===== config.mk =====
export PLATFORM = sky130hd
export DESIGN_NAME = uart_tx
export DESIGN_NICKNAME = d
export VERILOG_FILES = /design/src/rtl/uart_pkg.sv /design/src/rtl/uart_tx.sv
export SDC_FILE = /design/constraint.sdc
export NUM_CORES = 1
export LEC_CHECK = 0
export CAP_MARGIN = 20
export CORE_MARGIN = 5
export CORE_UTILIZATION = 50
export CTS_CLUSTER_DIAMETER = 120
export DETAILED_ROUTE_END_ITERATION = 8
export PLACE_DENSITY = 0.78
export SLEW_MARGIN = 10
export SYNTH_ARGS = -nofsm -noshare
export SYNTH_HDL_FRONTEND = slang
export SYNTH_SLANG_ARGS = --single-unit

===== constraint.sdc =====
create_clock -name clk_in -period 2.5 [get_ports clk_in]
set_input_delay 0.5 -clock clk_in [delete_from_list [all_inputs] [get_ports clk_in]]
set_output_delay 0.5 -clock clk_in [all_outputs]
set_load 0.1 [all_outputs]

===== src/rtl/uart_pkg.sv =====
`default_nettype none
// ============================================================================
// Module   : uart_pkg
// Brief    : Shared UART types and constants (transmit FSM states, parity modes)
// Revision : 1.0 - initial release
// ============================================================================
package uart_pkg;

    typedef enum logic [2:0] {
        TX_IDLE   = 3'd0,
        TX_ARMED  = 3'd1,
        TX_START  = 3'd2,
        TX_DATA   = 3'd3,
        TX_PARITY = 3'd4,
        TX_STOP   = 3'd5
    } tx_state_t;

    localparam int PAR_NONE = 0;
    localparam int PAR_EVEN = 1;
    localparam int PAR_ODD  = 2;

endpackage : uart_pkg
`default_nettype wire


===== src/rtl/uart_tx.sv =====
`default_nettype none
// ============================================================================
// Module   : uart_tx
// Brief    : Tick-paced UART transmitter, LSB first, optional parity, 1/2 stop
// Revision : 1.0 - initial release
// ============================================================================
module uart_tx
    import uart_pkg::*;
#(
    parameter int DATA_BITS = 8,
    parameter int PARITY    = PAR_NONE,
    parameter int STOP_BITS = 1
) (
    input  logic                 clk_in,
    input  logic                 reset,
    input  logic                 t_clk,
    input  logic                 tx_en,
    input  logic [DATA_BITS-1:0] tx_data,
    input  logic                 tx_valid,
    output logic                 tx_ready,
    output logic                 tx,
    output logic                 tx_busy,
    output logic                 tx_done
);

    localparam int                c_CNT_W     = $clog2(DATA_BITS);
    localparam logic [c_CNT_W-1:0] c_BIT_LAST = c_CNT_W'(DATA_BITS - 1);
    localparam logic [c_CNT_W-1:0] c_BIT_ONE  = c_CNT_W'(1);
    localparam logic              c_STOP_LAST = 1'(STOP_BITS - 1);

    tx_state_t            r_state;
    logic [DATA_BITS-1:0] r_shreg;
    logic [c_CNT_W-1:0]   r_bit_cnt;
    logic                 r_stop_cnt;
    logic                 r_par;
    logic                 r_tx;
    logic                 r_done;

    logic w_tick;
    logic w_ready;
    logic w_accept;

    assign w_tick   = t_clk & tx_en;
    assign w_ready  = (r_state == TX_IDLE) & tx_en & ~reset;
    assign w_accept = tx_valid & w_ready;

    always_ff @(posedge clk_in) begin
        r_done <= 1'b0;
        if (reset) begin
            r_state    <= TX_IDLE;
            r_shreg    <= '0;
            r_bit_cnt  <= '0;
            r_stop_cnt <= 1'b0;
            r_par      <= 1'b0;
            r_tx       <= 1'b1;
        end else begin
            case (r_state)
                TX_IDLE: begin
                    if (w_accept) begin
                        r_shreg <= tx_data;
                        r_par   <= (PARITY == PAR_ODD) ? ~^tx_data : ^tx_data;
                        r_state <= TX_ARMED;
                    end
                end
                TX_ARMED: begin
                    if (w_tick) begin
                        r_tx    <= 1'b0;
                        r_state <= TX_START;
                    end
                end
                TX_START: begin
                    if (w_tick) begin
                        r_tx      <= r_shreg[0];
                        r_shreg   <= r_shreg >> 1;
                        r_bit_cnt <= '0;
                        r_state   <= TX_DATA;
                    end
                end
                TX_DATA: begin
                    if (w_tick) begin
                        if (r_bit_cnt == c_BIT_LAST) begin
                            if (PARITY != PAR_NONE) begin
                                r_tx    <= r_par;
                                r_state <= TX_PARITY;
                            end else begin
                                r_tx       <= 1'b1;
                                r_stop_cnt <= 1'b0;
                                r_state    <= TX_STOP;
                            end
                        end else begin
                            r_tx      <= r_shreg[0];
                            r_shreg   <= r_shreg >> 1;
                            r_bit_cnt <= r_bit_cnt + c_BIT_ONE;
                        end
                    end
                end
                TX_PARITY: begin
                    if (w_tick) begin
                        r_tx       <= 1'b1;
                        r_stop_cnt <= 1'b0;
                        r_state    <= TX_STOP;
                    end
                end
                TX_STOP: begin
                    if (w_tick) begin
                        if (r_stop_cnt == c_STOP_LAST) begin
                            r_done  <= 1'b1;
                            r_state <= TX_IDLE;
                        end else begin
                            r_stop_cnt <= r_stop_cnt + 1'b1;
                        end
                    end
                end
                default: begin
                    r_tx    <= 1'b1;
                    r_state <= TX_IDLE;
                end
            endcase
        end
    end

    assign tx_ready = w_ready;
    assign tx       = r_tx;
    assign tx_busy  = (r_state != TX_IDLE);
    assign tx_done  = r_done;

endmodule : uart_tx
`default_nettype wire


# Word-level counts from Yosys, hierarchy flattened
# Cells that the tools add are included.
# word_totals
register_bits	17
input_bits	13
output_inout_bits	4
elab_cells	73
# classes
addsub	2
n_eq_ne	15
n_mux	30
bitwise_logic	8
n_reduce_logical	12
# ops
operator	count
$mux 3	11
$mux 8	4
$pmux 8 s3	1
$ne 2x2->1 const B	9
$pmux 3 s6	1
$reduce_and 5->1	3
$mux 1	10
$eq 3x3->1 const B	3
$reduce_bool 3->1	3
$reduce_and 8->1	1
$eq 3x2->1 const B	2
$pmux 3 s2	1
$pmux 1 s5	1
$and 1x1->1	4
$not 1->1	4
$reduce_and 4->1	1
$add 3x1->3 const B	1
$eq 3x1->1 const B	1
$logic_not 3->1	1
$pmux 1 s3	1
$reduce_or 3->1	1
$reduce_bool 2->1	1
$reduce_or 2->1	1
$add 1x1->1 const B	1

# Depth between registers and ports, before layout
# Gate-level depths: netlist of run 1.
# depth
depth_word	6
depth_mapped	7

# Worst setup path before layout of run 1
# OpenSTA, ideal clock, no wires.
# synth_timing
path_type	reg-to-output
start	reg r_state[2]
end	out tx_ready
arrival_time_ns	2.485
setup_slack_ns	-0.485
path_stages_with_launch	5
n_path_buf	1
cell_sequence	dfxtp_1 buf_2 nor3_1 inv_1 nor2_1
# synth_between
elab_chain_cells	3
# synth_rtl
item	line_no	text
start: declaration	uart_tx.sv:31	tx_state_t r_state;
start signal: assignment	uart_tx.sv:50	r_state <= TX_IDLE;
start signal: assignment	uart_tx.sv:62	r_state <= TX_ARMED;
start signal: assignment	uart_tx.sv:68	r_state <= TX_START;
$logic_not 3->1	uart_tx.sv:44	assign w_ready = (r_state == TX_IDLE) & tx_en & ~reset;
$and 1x1->1 (2 in a row)	uart_tx.sv:44	
end: declaration	uart_tx.sv:20	output logic tx_ready,
# No other way between the ends.

# Worst setup path in the final report of run 1
# layout_timing
start	in tx_en
end	out tx_ready
# layout_between
elab_chain_cells	2
# layout_rtl
item	line_no	text
start: declaration	uart_tx.sv:17	input logic tx_en,
$and 1x1->1 (2 in a row)	uart_tx.sv:44	
# No other way between the ends.

==> results of run 1 <==
## layout make-up
type	count	area, um^2
fillers	142	608
multi-input cells	87	524
flip-flops and latches	16	320
repair buffers	19	198
well taps	25	31.3
clock buffers	3	22.5
inverters	1	3.75
## final timing paths
path                            cells after the start    startpoint      endpoint  slack [ns]
worst max-delay path                                4         tx_en      tx_ready        0.41
worst max register to register                      6  r_bit_cnt[0]    r_shreg[6]        0.63
worst min-delay path                                2  r_bit_cnt[1]  r_bit_cnt[1]        0.46
worst min register to register                      2  r_bit_cnt[1]  r_bit_cnt[1]        0.46
## synthesized netlist by cell type (all sizes together) (2+ instances only)
cell and count:
nand2 22, dfxtp 16, a21oi 12, a211o 7
nor2 7, o21ai 7, clkbuf 6, nand2b 5
buf 4, a211oi 3, mux2i 3, nand3b 3
nand4 3, ha 2, nand4b 2, nor3 2
o22ai 2
## through the flow
stage          cell area, um^2  worst slack [ns]
4_1_cts                   1100             0.415
3_5_place_dp              1080             0.266
2_1_floorplan              902             0.264
3_3_place_gp              1080             0.291
6_report                  1100             0.412
5_1_grt                   1100             0.306
## cell families (layout without fill, tap and decap cells)
kind of cell | after synthesis | count (layout) | share of synthesized area [%]
fa+ha+maj | 2 | 2 | 2.80
buf+inv | 11 | 23 | 6.43
simple gates | 48 | 48 | 27.4
compound gates | 34 | 34 | 24.2
mux | 3 | 3 | 3.36
flops | 16 | 16 | 35.8
## metal layers
metal / share of wire (%) / GRT usage (%) / up-vias
li1: - / - / 428
met1: 47 / 20.4 / 380
met2: 46 / 23.1 / 19
met3: 5.9 / 4.84 / 2
met4: 0.91 / 5.11 / 0
met5: 0 / 0 / -
## power by group through the flow
stage	Combinational, mW	Clock (mW)	Sequential, mW
after detailed placement	0.128	0	0.287
final	0.128	0.129	0.282
after global routing	0.139	0.148	0.284
after global placement	0.126	0	0.287
after floorplan	0.0918	0	0.281
after CTS	0.129	0.139	0.282
## critical path: cells and delay by family
family	cells	cell delay, ns
buf+inv	2	0.80
simple gates	2	0.29
## sequential cells by signal, summed over array words and instances, names as in the netlist
register	cells
tx_done	1
tx	1
r_shreg	8
r_state	3
r_bit_cnt	3
==> impl_metrics.csv, run 1 <==
group,metric,value,unit
route,drc,0,
floorplan,rows,15,
power,total_power,0.539,mW
cells_and_area,layout_common_cells,"22 x nand2_1, 16 x dfxtp_1, 12 x a21oi_1, 12 x clkdlybuf4s50_1",
global_route,grt_pass1_vias,741,
sta,tightest_slew,0.520,ns
sta,slew_viol_final,0,
sta,fin_tns_setup,0,ns
logic_synthesis,synthDominantCellAreaShare,35.8,%
critical_path,slowest_delay,0.62,ns
clock_network,clock_sink_count,16,
sta,rsz0062_at_grt,"false",
logic_synthesis,syn_area,895,um^2
flow_run,maxCapViolCount,0,
cells_and_area,final_util,64.4,%
logic_synthesis,synth_area_leaders,"dfxtp_1 36%, nand2_1 9.2%, a211o_1 6.9%",
cells_and_area,nets,143,
route,detail_route.iter0.violations,16,
logic_synthesis,synth_edf_count,0,
logic_synthesis,syn_avg_cell_area,7.85,um^2
clock_network,hold_buffers,0,
critical_path,crit_type,"in -> out",
global_route,grt-ovfl-total,0,
sta,worst_clock_skew,0.00885,ns
route,drt-total-wl,1.86,mm
global_route,grt_pass1_wl,3.17,mm
logic_synthesis,synth_warnings,0,
logic_synthesis,ys.flop_type,"dfxtp_1",
cells_and_area,fin_cells,151,
route,vias,829,
critical_path,required,2.00,ns
power,peakVddDrop,390,uV
floorplan,die_area,0.00274,mm^2
placement,place_hpwl,1.38,mm
clock_network,post-cts-setup-buffers,0,
critical_path,setup.worst_path.start_class,"input port",
power,seq_power_share,52.3,%
power,switchingPower,0.156,mW
critical_path,path_cells,"clkdlybuf4s50_1 -> nand2b_1 -> nor2_4 -> buf_12",
floorplan,die_w,52.3,um
sta,holdWs,0.459,ns
power,p_leak,0.433,nW
logic_synthesis,yosys.area.top_type,"dfxtp_1",
logic_synthesis,ys_types,28,
power,clkPwrFrac,23.9,%
sta,timing.final.crit_period,2.09,ns
sta,timing.fmax,479,MHz
placement,place_inst,148,
sta,period_share,83.5,%
cells_and_area,layout-drive-gt1-share,9.52,%
floorplan,start_util,52.4,%
clock_network,clockBufferDepth,2,
global_route,grt_max_degree,18,
min_path,hold_path_class,"reg -> reg",
critical_path,end_kind,"output port",
sta,final_hold_viol_count,0,
route,wl_per_cell,12.3,um
floorplan,pin_count,17,
logic_synthesis,ys_ff_latch,16,
sta,setup_viol,0,
clock_network,cts.repair.resized,0,
power,comb_power_share,23.7,%
logic_synthesis,async_reset_ff_share,0,%
logic_synthesis,syn-num-nets,129,
route,postRouteAntennaNets,0,
global_route,track_usage,15.3,%
power,p_int,0.383,mW
sta,max-slew-margin-rel,65.3,%
floorplan,core_region_area,0.00171,mm^2
global_route,antenna_found_initial,0,
critical_path,crit_path_max_fanout,6,
placement,gp_congestion,0.766,
clock_network,cts-buffers-inserted,3,
critical_path,cp_slowest_cell,"clkdlybuf4s50_1",
cells_and_area,area_delta_synth_final,22.9,%
power,power_density,490,mW/mm^2
power,switching_share,28.9,%
floorplan,fp.dieH,52.3,um
route,first_pass_iters,4,
cells_and_area,antenna_cells,0,
clock_network,clock-root-buffer,"clkbuf_4",
outcome,status,"finished, final reports clean",
clock_network,cts_tree,"done",
clock_network,clock_latency,0.27,ns
critical_path,crit_arrival,1.59,ns
logic_synthesis,synth_cells,114,
clock_network,htreeDepth,1,
clock_network,clk_pin_slew,0.08,ns
logic_synthesis,ys_seq_area_share,35.8,%
route,vias_per_cell,5.49,
cells_and_area,layout_commonest_cell,"nand2_1",
placement,io_buffers,16,
Note: power is estimated with default switching activity, not from simulation.
==> inputs of run 2 (changes only) <==
--- a/config.mk
+++ b/config.mk
@@ -7,10 +7,10 @@
 export LEC_CHECK = 0
 export CAP_MARGIN = 20
 export CORE_MARGIN = 5
-export CORE_UTILIZATION = 50
+export CORE_UTILIZATION = 45
 export CTS_CLUSTER_DIAMETER = 120
 export DETAILED_ROUTE_END_ITERATION = 8
-export PLACE_DENSITY = 0.78
+export PLACE_DENSITY = 0.74
 export SLEW_MARGIN = 10
 export SYNTH_ARGS = -nofsm -noshare
 export SYNTH_HDL_FRONTEND = slang
==> constraint.sdc (replaced) <==
create_clock -name clk_in -period 1.7 [get_ports clk_in]
set_input_delay 0.34 -clock clk_in [delete_from_list [all_inputs] [get_ports clk_in]]
set_output_delay 0.34 -clock clk_in [all_outputs]
set_load 0.1 [all_outputs]
==> impl_metrics.csv, run 2 (synthesized netlist as in run 1, its figures left out) <==
group,metric,value,unit
outcome,status,"finished with violations",
outcome,violations,"setup timing",
clock_network,clock_sink_count,16,
critical_path,crit_type,"reg -> reg",
critical_path,setup.worst_path.start_class,"flip-flop",
clock_network,cts_tree,"done",
power,p_leak,0.517,nW
clock_network,clock-root-buffer,"clkbuf_4",
global_route,grt_max_degree,17,
clock_network,htreeDepth,1,
cells_and_area,area_delta_synth_final,48.1,%
sta,fin_tns_setup,-0.0532,ns
cells_and_area,fin_cells,167,
route,vias,932,
route,first_pass_iters,6,
power,total_power,0.903,mW
floorplan,die_area,0.00298,mm^2
route,vias_per_cell,5.58,
critical_path,regToRegStartpoint,"r_bit_cnt[1]",
cells_and_area,antenna_cells,0,
clock_network,clk_pin_slew,0.10,ns
clock_network,cts-buffers-inserted,3,
route,drc,0,
sta,rsz0062_at_grt,"true",
power,peakVddDrop,403,uV
critical_path,worstReg2RegEnd,"r_shreg[2]",
cells_and_area,layout_common_cells,"22 x nand2_1, 14 x buf_4, 11 x dfxtp_1",
cells_and_area,layout-drive-gt1-share,30.0,%
route,drt-total-wl,2.23,mm
global_route,track_usage,17.3,%
global_route,grt-ovfl-total,0,
cells_and_area,largest_reg_flops,8,
min_path,min_from,"r_shreg[5]",
clock_network,clockBufferDepth,2,
global_route,antenna_found_initial,0,
min_path,hold_path_class,"reg -> reg",
cells_and_area,reg_top3,"r_shreg x8, r_bit_cnt x3, r_state x3",
floorplan,die_w,54.6,um
cells_and_area,nets,156,
sta,holdWs,0.484,ns
critical_path,crit_path_max_fanout,8,
route,postRouteAntennaNets,0,
floorplan,core_region_area,0.00192,mm^2
route,wl_per_cell,13.4,um
route,detail_route.iter0.violations,20,
floorplan,fp.dieH,54.6,um
critical_path,critPathCapture,"r_shreg[2]",
floorplan,start_util,46.5,%
sta,period_share,101,%
sta,fin_ws,-0.0163,ns
sta,final_hold_viol_count,0,
critical_path,crit_arrival,1.93,ns
sta,slew_viol_final,0,
sta,worst_clock_skew,0.00162,ns
critical_path,required,1.92,ns
placement,gp_congestion,0.776,
sta,timing.final.crit_period,1.72,ns
critical_path,end_kind,"flip-flop",
critical_path,r2r_setup_slack,-0.02,ns
global_route,grt_pass1_vias,870,
critical_path,worstRegToRegCells,6,
placement,place_inst,158,
power,power_density,681,mW/mm^2
sta,tightest_slew,0.405,ns
placement,dpl_worst_slack,-0.300,ns
cells_and_area,final_area,0.00133,mm^2
sta,timing.fmax,583,MHz
critical_path,cp-startpoint,"r_bit_cnt[1]",
sta,setup_viol,4,
placement,io_buffers,16,
placement,dpl-instance-area,0.00120,mm^2
placement,place_hpwl,1.42,mm
clock_network,clock_latency,0.28,ns
floorplan,rows,16,
sta,max-slew-margin-rel,72.8,%
global_route,grt_pass1_wl,3.80,mm
flow_run,maxCapViolCount,0,
cells_and_area,top_register,"r_shreg",
cells_and_area,layout_commonest_cell,"nand2_1",
floorplan,pin_count,17,
cells_and_area,final_util,68.9,%
run 2: power breakdown:
part           leakage [nW]  total (mW)  switching (mW)  internal, mW
Clock                0.0210       0.252           0.122         0.130
Sequential            0.133       0.408          0.0131         0.395
Combinational         0.363       0.243           0.129         0.113
run 2: area by class of cell:
class	instances	area [um^2]
multi-input combinational	88	604
fill	172	597
sequential	16	329
timing repair buffer	31	314
clock buffer	4	36.3
tap	27	33.8
inverter	1	7.51
run 2: layer usage:
metal | GRT usage, % | vias to the layer above | wire [um]
met5 | 0 | - | 0
met4 | 4.56 | 0 | 7
met3 | 3.00 | 2 | 123
met2 | 29.1 | 26 | 1120
met1 | 22.5 | 440 | 981
li1 | - | 464 | -
run 2: critical path, stage by stage (launching register included):
cell and delay (ns):
dfxtp_2 0.35, ha_4 0.16, ha_4 0.15, nand2b_4 0.14, a221o_2 0.44, a211o_1 0.27, a21oi_2 0.14
run 2: how the worst min path moves through the flow:
stage                     depth (start not counted)           end  slack (ns)
after floorplan                                   2  r_bit_cnt[1]        0.44
after global placement                            2  r_bit_cnt[1]        0.45
after detailed placement                          2    r_shreg[4]        0.47
after CTS                                         2  r_bit_cnt[1]        0.48
after global routing                              2    r_shreg[6]        0.51
final                                             2    r_shreg[5]        0.48
run 2: what timing repair did:
item                       in CTS  in global routing
setup endpoints to repair       9                  9
hold buffers                    0                  0
gates resized for setup         9                  8
pin swaps                       3                  5
setup buffers                   3                  1
cloned                          1                  0
==> inputs of run 3 (changes only) <==
==> constraint.sdc (replaced) <==
create_clock -name clk_in -period 1.5 [get_ports clk_in]
set_input_delay 0.3 -clock clk_in [delete_from_list [all_inputs] [get_ports clk_in]]
set_output_delay 0.3 -clock clk_in [all_outputs]
set_load 0.1 [all_outputs]
==> impl_metrics.csv, run 3 (synthesized netlist as in run 1, its figures left out) <==
group,metric,value,unit
cells_and_area,top_register,"r_shreg",
power,switchingPower,0.303,mW
critical_path,setup.worst_path.start_class,"flip-flop",
route,drt-total-wl,2.29,mm
placement,gp_congestion,0.783,
sta,rsz0062_at_grt,"true",
sta,final_hold_viol_count,0,
outcome,violations,"setup timing",
route,vias,924,
power,seq_power_share,44.3,%
clock_network,cts_tree,"done",
power,p_leak,0.542,nW
clock_network,hold_buffers,0,
power,total_power,1.03,mW
global_route,antenna_found_initial,0,
cells_and_area,layout-drive-gt1-share,32.9,%
power,power_density,755,mW/mm^2
sta,max-slew-margin-rel,80.0,%
clock_network,clockBufferDepth,2,
clock_network,clock_latency,0.28,ns
cells_and_area,layout_commonest_cell,"nand2_1",
placement,place_hpwl,1.63,mm
cells_and_area,layout_common_cells,"21 x nand2_1, 17 x buf_4, 12 x dfxtp_1",
critical_path,crit_path_max_fanout,8,
floorplan,fp.dieH,54.6,um
floorplan,die_area,0.00298,mm^2
clock_network,clk_pin_slew,0.10,ns
sta,tightest_slew,0.300,ns
global_route,grt_max_degree,18,
cells_and_area,reg_top3,"r_shreg x8, r_bit_cnt x3, r_state x3",
cells_and_area,regArea,333,um^2
cells_and_area,fillers,156,
global_route,track_usage,17.5,%
cells_and_area,largest_reg_flops,8,
sta,timing.final.crit_period,1.72,ns
clock_network,htreeDepth,1,
floorplan,rows,16,
sta,slew_viol_final,0,
cells_and_area,fin_cells,170,
route,first_pass_iters,4,
power,switching_share,29.3,%
critical_path,crit_arrival,1.95,ns
global_route,grt_pass1_vias,852,
route,postRouteAntennaNets,0,
cells_and_area,nets,159,
placement,place_inst,163,
global_route,grt-ovfl-total,0,
cells_and_area,area_delta_synth_final,53.3,%
floorplan,pin_count,17,
power,p_int,0.732,mW
route,vias_per_cell,5.44,
min_path,hold_path_class,"reg -> reg",
route,wl_per_cell,13.5,um
floorplan,core_region_area,0.00192,mm^2
sta,worst_clock_skew,0.00198,ns
clock_network,cts-buffers-inserted,3,
sta,timing.fmax,582,MHz
critical_path,crit_type,"reg -> reg",
critical_path,required,1.73,ns
floorplan,start_util,46.5,%
floorplan,die_w,54.6,um
global_route,grt_pass1_wl,3.71,mm
route,detail_route.iter0.violations,15,
cells_and_area,multiInputGateArea,608,um^2
power,comb_power_share,28.0,%
cells_and_area,antenna_cells,0,
sta,fin_ws,-0.219,ns
critical_path,end_kind,"flip-flop",
power,peakVddDrop,580,uV
clock_network,clock-root-buffer,"clkbuf_4",
clock_network,clock_sink_count,16,
outcome,status,"finished with violations",
placement,io_buffers,16,
sta,setup_viol,10,
flow_run,maxCapViolCount,0,
power,clkPwrFrac,27.6,%
sta,period_share,115,%
route,drc,0,
==> run 3: cell count changes in the layout (fill, tap and decap cells not counted), moves of 2 or more <==
cell	previous run	this run
dfxtp_2	4	1
o21ai_0	7	0
buf_4	14	17
o21ai_1	0	7
dfxtp_4	1	3
dlygate4sd2_1	2	0
==> run 3: cell type report <==
cell class	instances	area share, %
multi-input combinational	87	44.3
timing repair buffer	35	25.7
sequential	16	24.3
clock buffer	4	2.65
tap	27	2.46
inverter	1	0.547
==> run 3: critical path, cell delays in order (launching register included) <==
cell and delay [ns]:
dfxtp_4 0.37, ha_4 0.16, ha_4 0.15, nand2b_4 0.13, a221o_1 0.33, buf_6 0.15, a211o_1 0.25, a21oi_2 0.13
==> run 3: final timing paths <==
path | startpoint | to | slack (ns) | cells after the start
hold reg to reg | r_shreg[7] | r_shreg[7] | 0.49 | 2
hold / removal | r_shreg[7] | r_shreg[7] | 0.49 | 2
setup / recovery | r_bit_cnt[1] | r_shreg[2] | -0.22 | 7
setup reg to reg | r_bit_cnt[1] | r_shreg[2] | -0.22 | 7
==> run 3: repair_timing <==
action | in CTS | in global routing
setup endpoints to repair | 10 | 14
cloned | 1 | 0
buffers inserted | 0 | 2
pin swaps | 8 | 3
gates resized for setup | 9 | 13
==> run 3: power groups by stage <==
stage / combinational [mW] / sequential, mW / clock [mW]
CTS: 0.275 / 0.464 / 0.291
finish: 0.290 / 0.459 / 0.286
detailed placement: 0.260 / 0.474 / 0
global route: 0.313 / 0.462 / 0.314
global placement: 0.253 / 0.473 / 0
floorplan: 0.164 / 0.471 / 0
==> run 3: layer usage <==
layer / GRT usage, % / share of wire, % / up-vias
met5: 0 / 0 / -
met4: 7.47 / 0.87 / 0
met3: 3.54 / 4.1 / 2
met2: 28.9 / 50 / 15
met1: 21.6 / 45 / 440
li1: - / - / 467
==> run 3: metrics by stage <==
| stage | setup slack, ns | utilization, % | TNS [ns] | hold slack [ns] | cell area (um^2) |
|---|---|---|---|---|---|
| floorplan | -0.503 | - | -1.45 | 0.439 | 947 |
| global placement | -0.368 | 64.6 | -3.98 | 0.449 | 1240 |
| detailed placement | -0.412 | 64.6 | -4.52 | 0.473 | 1240 |
| CTS | -0.225 | 68.8 | -1.76 | 0.487 | 1320 |
| global route | -0.295 | 71.4 | -2.47 | 0.512 | 1370 |
| finish | -0.219 | 71.4 | -1.69 | 0.490 | 1370 |
